==> config.mk <==
export PLATFORM = sky130hd
export DESIGN_NAME = uart_tx_core
export DESIGN_NICKNAME = d
export VERILOG_FILES = /design/src/rtl/uart_tx_core.sv
export SDC_FILE = /design/constraint.sdc
export NUM_CORES = 1
export LEC_CHECK = 0
export CAP_MARGIN = 20
export CORE_MARGIN = 5
export CORE_UTILIZATION = 57
export CTS_BUF_LIST = sky130_fd_sc_hd__clkbuf_16
export DETAILED_ROUTE_END_ITERATION = 8
export HOLD_SLACK_MARGIN = 0.1
export PLACE_DENSITY = 0.84
export SLEW_MARGIN = 20
export SYNTH_ARGS = -nofsm -noshare
export SYNTH_HDL_FRONTEND = slang
export SYNTH_SLANG_ARGS = --single-unit
==> constraint.sdc <==
create_clock -name clk -period 4.8 [get_ports clk]
set_input_delay 0.48 -clock clk [delete_from_list [all_inputs] [get_ports clk]]
set_output_delay 0.48 -clock clk [all_outputs]
set_load 0.05 [all_outputs]
==> src/rtl/uart_tx_core.sv <==
// uart_tx_core: UART transmitter, frames one latched word as start, LSB-first data, optional parity, stop.
// Ports: clk, rst (sync active-high); p_data/data_valid/par_en/par_typ request inputs sampled on accept;
// tx_out registered serial line (idles high); busy high through the frame; tx_done one-cycle pulse after stop.
module uart_tx_core #(
  parameter int DATA_WIDTH = 8,
  parameter int PRESCALE = 16
) (
  input  logic                  clk,
  input  logic                  rst,
  input  logic [DATA_WIDTH-1:0] p_data,
  input  logic                  data_valid,
  input  logic                  par_en,
  input  logic                  par_typ,
  output logic                  tx_out,
  output logic                  busy,
  output logic                  tx_done
);
  localparam int CW = $clog2(PRESCALE);
  localparam int IW = DATA_WIDTH > 1 ? $clog2(DATA_WIDTH) : 1;
  typedef enum logic [2:0] {IDLE, START, DATA, PARITY, STOP} state_t;
  state_t state, state_n;
  logic [CW-1:0] cnt, cnt_n;
  logic [IW-1:0] idx, idx_n;
  logic [DATA_WIDTH-1:0] data;
  logic pe, pt, wrap, last, tx_n;
  // tx_n is the line level for the state being entered, so tx_out changes on the same edge as state
  always_comb begin
    wrap = cnt == CW'(PRESCALE - 1);
    last = idx == IW'(DATA_WIDTH - 1);
    state_n = state;
    cnt_n = wrap ? '0 : cnt + CW'(1);
    idx_n = idx;
    case (state)
      IDLE: begin
        cnt_n = '0;
        state_n = data_valid ? START : IDLE;
      end
      START: state_n = wrap ? DATA : START;
      DATA: begin
        idx_n = wrap ? (last ? '0 : idx + IW'(1)) : idx;
        state_n = wrap && last ? (pe ? PARITY : STOP) : DATA;
      end
      PARITY: state_n = wrap ? STOP : PARITY;
      STOP: state_n = wrap ? IDLE : STOP;
      default: state_n = IDLE;
    endcase
    tx_n = state_n == START ? 1'b0 :
           state_n == DATA ? data[idx_n] :
           state_n == PARITY ? ^data ^ pt : 1'b1;
  end
  always_ff @(posedge clk) begin
    if (rst) begin
      state <= IDLE;
      cnt <= '0;
      idx <= '0;
      data <= '0;
      pe <= 1'b0;
      pt <= 1'b0;
      tx_out <= 1'b1;
      busy <= 1'b0;
      tx_done <= 1'b0;
    end else begin
      state <= state_n;
      cnt <= cnt_n;
      idx <= idx_n;
      tx_out <= tx_n;
      busy <= state_n != IDLE;
      tx_done <= state == STOP && wrap;
      if (state == IDLE && data_valid) begin
        data <= p_data;
        pe <= par_en;
        pt <= par_typ;
      end
    end
  end
endmodule

# Word level (Yosys, flattened, before mapping)
# Cells that the tools add are included.
# totals
reg_bits,23
ramBits,0
inputBits,13
memories,0
latch_bits,0
word_cells,44
mem_bits_ro,0
out_inout_bits,3
# classes
n_div,0
eq_ne,9
mux,15
bitwise_logic,1
reduce_logical,7
mul,0
magnitude_cmp,1
addsub,2
n_shift,0
# ops
cell,n
3-bit 2-to-1 mux,7
3-bit one-hot mux with 5 select lines,1
3-bit by 2-bit equality test with 1-bit output (second input constant),4
8-bit parity,1
3-bit by 1-bit equality test with 1-bit output (second input constant),2
3-bit equality test (second input constant),2
1-bit 2-to-1 mux,5
4-bit by 1-bit adder with 4-bit output (second input constant),1
4-bit equality test (second input constant),1
3-bit by 4-bit less-than comparator with 1-bit output (second input constant),1
3-bit by 1-bit adder with 3-bit output (second input constant),1
1-bit binary-select mux with 3-bit select,1
1-bit logical AND,3
3-bit logical NOT,1
3-bit nonzero test,1
3-bit OR reduction,1
2-bit 2-to-1 mux,1
1-bit XOR,1

# Logic depth before layout (Yosys ltp)
# logic_depth
word_depth,8
depth_mapped,8
depth_no_buf,8

# Worst setup path after synthesis
# Ideal clock, no wire load.
# synth_timing
path_kind,register -> register
from,reg idx[0]
to,reg tx_out
n_path_buf,0
synth_period_minus_slack_ns,1.804
stages_incl_launch_ff,8
required_ns,4.668
arrival_time_ns,1.672
setup_time_ns,0.132
setup_slack_ns,2.996
cell_sequence,dfxtp_1 > ha_1 > ha_1 > nand2b_1 > and2_1 > o221a_2 > a2111oi_2 > a22oi_1
# synth_between
elab_chain_cells,8
word_cells_on_any_way,16
cone_classes,1 x add/sub; 4 x eq/ne; 10 x mux; 1 x reduce/logical
# synth_lines
item,line_no,text
from (decl),23,"logic [IW-1:0] idx, idx_n;"
from (signal assigned),65,idx <= idx_n;
3-bit by 1-bit adder with 3-bit output / 3-bit equality test (equally long branches),"40, 29",
3-bit 2-to-1 mux / 1-bit logical AND (equally long branches),"40, 41",
3-bit 2-to-1 mux (on tied branches),"40, 41",
3-bit 2-to-1 mux / 3-bit one-hot mux with 5 select lines (equally long branches),33,case (state)
1-bit binary-select mux with 3-bit select / 3-bit by 2-bit equality test with 1-bit output (equally long branches),"48, 49",
1-bit 2-to-1 mux (on tied branches),"48, 49",
1-bit 2-to-1 mux,48,state_n == DATA ? data[idx_n] :
1-bit 2-to-1 mux (*),47,tx_n = state_n == START ? 1'b0 :
to (signal assigned),66,tx_out <= tx_n;
to (decl),14,"output logic tx_out,"
# Mark *: on every way between the ends. The rest lies on a longest branch, timed or not. The select of a mux whose other input is x is not followed.
# A chain may end at the register's enable or synchronous reset.

# Final worst setup path
# Ends and elaborated chain as after synthesis.

==> metrics.yaml <==
synthesis:
  post_synth.cell_area_avg_um2: 8.249
  async_flop_share_pct: 0
  syn-cell-area_mm2: 0.001196
  ys_ff_latch: 23
  syn-num-nets: 161
  synthTopCellsByArea: "dfxtp_1 38%, nand2_1 8.2%, a21oi_1 6.7%"
  syn_inst: 145
  ys_types: 42
  ys.flop_type: "dfxtp_1"
  synth.largest_area_cell: "dfxtp_1"
  yosys_warnings: 0
  synth_top_area_share_pct: 38.49
  synth_edf_count: 0
  ys_seq_area_share_pct: 38.49
critical_path:
  critPathTopFamily: "compound AO/OA/AOI/OAI gates"
  cp_common_cell: "ha_1"
  required_ns: 4.93
  crit_chain: "ha_1 -> ha_1 -> nor2_1 -> a31oi_2 -> o221a_2 -> a2111oi_2 -> a22oi_1"
  r2r_slack_ns: 2.74
  reg2reg_depth: 7
  r2r_start: "idx[0]"
  timing.rr.end: "tx_out"
  crit_path_top_delay_cell: "dfxtp_1"
  slowest_delay_ns: 0.35
  worstSetupStartpointType: "register"
  crit_path_end_kind: "register"
  critPathKind: "reg2reg"
  arrival_ns: 2.19
  path_buf_inv: 0
  cp_max_fo: 5
grt:
  grt_pass1_wl_um: 4629
  grt.overflow.total: 0
  grt_max_degree: 19
  antenna_found_initial: 0
  grt_usage_pct: 18.94
  grt_pass1_vias: 1036
sta:
  slew_viol_final: 0
  rsz0062_at_grt: "false"
  setup_ws_ns: 2.742
  finClkSkew_ns: 0.002004
  setup_tns_ns: 0
  maxSlewHeadroom_pct: 56.70
  hold_violations: 0
  worst_pin_slew_ns: 0.6474
  fmax_mhz: 486.0
  finalSetupViolCount: 0
  period_share_pct: 42.87
  period_minus_slack_ns: 2.058
final_layout:
  antenna_cells: 0
  fillCellCount: 144
  register_area_um2: 460.4
  drive_above_1_share_pct: 8.176
  multi_input_area_um2: 686.9
  syn_to_final_growth_pct: 19.87
  fin_nets: 176
floorplan:
  die_area_mm2: 0.003115
  die_width_um: 55.81
  initial_core_util_pct: 60.35
  fp.dieH_um: 55.81
  core_mm2: 0.001982
  num_rows: 16
  io_pins: 16
place:
  globalplace.congestion: 0.8445
  dp_worst_setup_slack_ns: 2.557
  io_buffers: 15
  dpl.hpwl_um: 1881
detailed_routing:
  first_pass_iters: 4
  viasPerCell: 5.769
  vias: 1073
  ant_nets: 0
  drt-initial-drc-count: 52
  drc_errors: 0
  wl_per_cell_um: 14.47
  wirelength_um: 2691
power_and_ir_drop:
  p_leak_nw: 0.5076
  max-vdd-ir-drop_mv: 0.1832
  power_density_mw_per_mm2: 305.7
clocking:
  cts-buffers-inserted: 3
  cts_buffer_depth: 2
  cts_root_buf: "clkbuf_16"
  cts_tree: "done"
  htreeDepth: 1
  ctsHoldBuffers: 0
  cts_setup_buffers: 0
  clk_pin_slew_ns: 0.06
  clock_latency_ns: 0.26
  post_cts_resized: 0
  clkSinkCount: 23
hold_path:
  hold_end: "cnt[0]"
  hold_depth: 1
  hp-start: "cnt[0]"
  hold_class: "reg2reg"
run_status:
  status: "complete, no violations"
run:
  max_cap_violations: 0
[worst max-delay path by stage]
| stage | startpoint | endpoint | slack, ns | cells after the start |
|---|---|---|---|---|
| 3_5_place_dp | rst | tx_out | 2.56 | 5 |
| 4_1_cts | idx[0] | tx_out | 2.76 | 7 |
| 2_1_floorplan | idx[0] | tx_out | 3.00 | 7 |
| 6_report | idx[0] | tx_out | 2.74 | 7 |
| 5_1_grt | idx[0] | tx_out | 2.56 | 7 |
| 3_3_place_gp | rst | tx_out | 2.60 | 5 |
[kinds of logic after synthesis]
| group | after synthesis | synth area share, % |
|---|---|---|
| and+or+nand+nor | 64 | 26.67 |
| AOI/OAI and AO/OA | 34 | 20.29 |
| DFF | 23 | 38.49 |
| buffers and inverters | 11 | 4.080 |
| xor gates and xnor gates | 10 | 7.323 |
| adders and majority gates | 3 | 3.138 |
[power breakdown]
part           leakage, nW  switching, mW  internal [mW]
Sequential           0.188        0.00705          0.198
Combinational        0.279         0.0273         0.0264
Clock               0.0409         0.0673          0.112
Total                0.508          0.102          0.337
[final cells by class]
type / instances / area share (%)
multi-input cells: 111 / 47.91
well taps: 27 / 2.356
clock buffers: 3 / 5.236
flip-flops and latches: 23 / 32.11
repair buffers: 15 / 10.47
clock inverters: 1 / 0.3490
inverters: 6 / 1.571
[metrics by stage]
step	utilization [%]	total power, mW	instances	area [um2]	hold slack [ns]
floorplan	-	0.2429	145	1196	0.4179
global placement	68.31	0.2599	182	1354	0.4288
detailed placement	68.31	0.2621	182	1354	0.4406
CTS	72.35	0.4427	186	1434	0.4493
global route	72.35	0.4558	186	1434	0.4648
finish	72.35	0.4384	186	1434	0.4504
[synth_stat cells, types with 2 or more instances]
| master | n |
|---|---|
| inv_1 | 6 |
| nand2_1 | 26 |
| nand2b_1 | 2 |
| dfxtp_1 | 23 |
| nand3_1 | 3 |
| or2b_1 | 2 |
| o221a_2 | 2 |
| ha_1 | 3 |
| nor4_1 | 2 |
| xnor2_1 | 9 |
| clkbuf_1 | 3 |
| a21oi_1 | 16 |
| and2_1 | 2 |
| nor2_1 | 15 |
| o32ai_1 | 2 |
| nor3_1 | 3 |
[state kept, by name (all words and copies together), names as in the netlist]
| name | count |
|---|---|
| tx_out | 1 |
| idx | 3 |
| cnt | 4 |
| data | 8 |
| pe | 1 |
| state | 3 |
| busy | 1 |
| tx_done | 1 |
| pt | 1 |
[placed cells by master, fill, tap and decap left out, types with 2 or more instances in the layout]
| master | instances |
|---|---|
| nand2_1 | 26 |
| dfxtp_1 | 23 |
| a21oi_1 | 16 |
| nor2_1 | 15 |
| clkdlybuf4s50_1 | 15 |
| xnor2_1 | 9 |
| inv_1 | 6 |
| nor3_1 | 3 |
| nand3_1 | 3 |
| ha_1 | 3 |
| clkbuf_16 | 3 |
| or2b_1 | 2 |
| nand2b_1 | 2 |
| nor4_1 | 2 |
| o32ai_1 | 2 |
| o221a_2 | 2 |
| and2_1 | 2 |
[routing by layer]
| metal | up-vias | share of wire, % | global-route usage, % |
|---|---|---|---|
| li1 | 535 | - | - |
| met1 | 497 | 42 | 22.50 |
| met2 | 32 | 49 | 31.25 |
| met3 | 9 | 5.8 | 3.944 |
| met4 | 0 | 2.9 | 11.19 |
| met5 | - | 0 | 0 |
No activity file was read; power rests on OpenSTA's default activity.
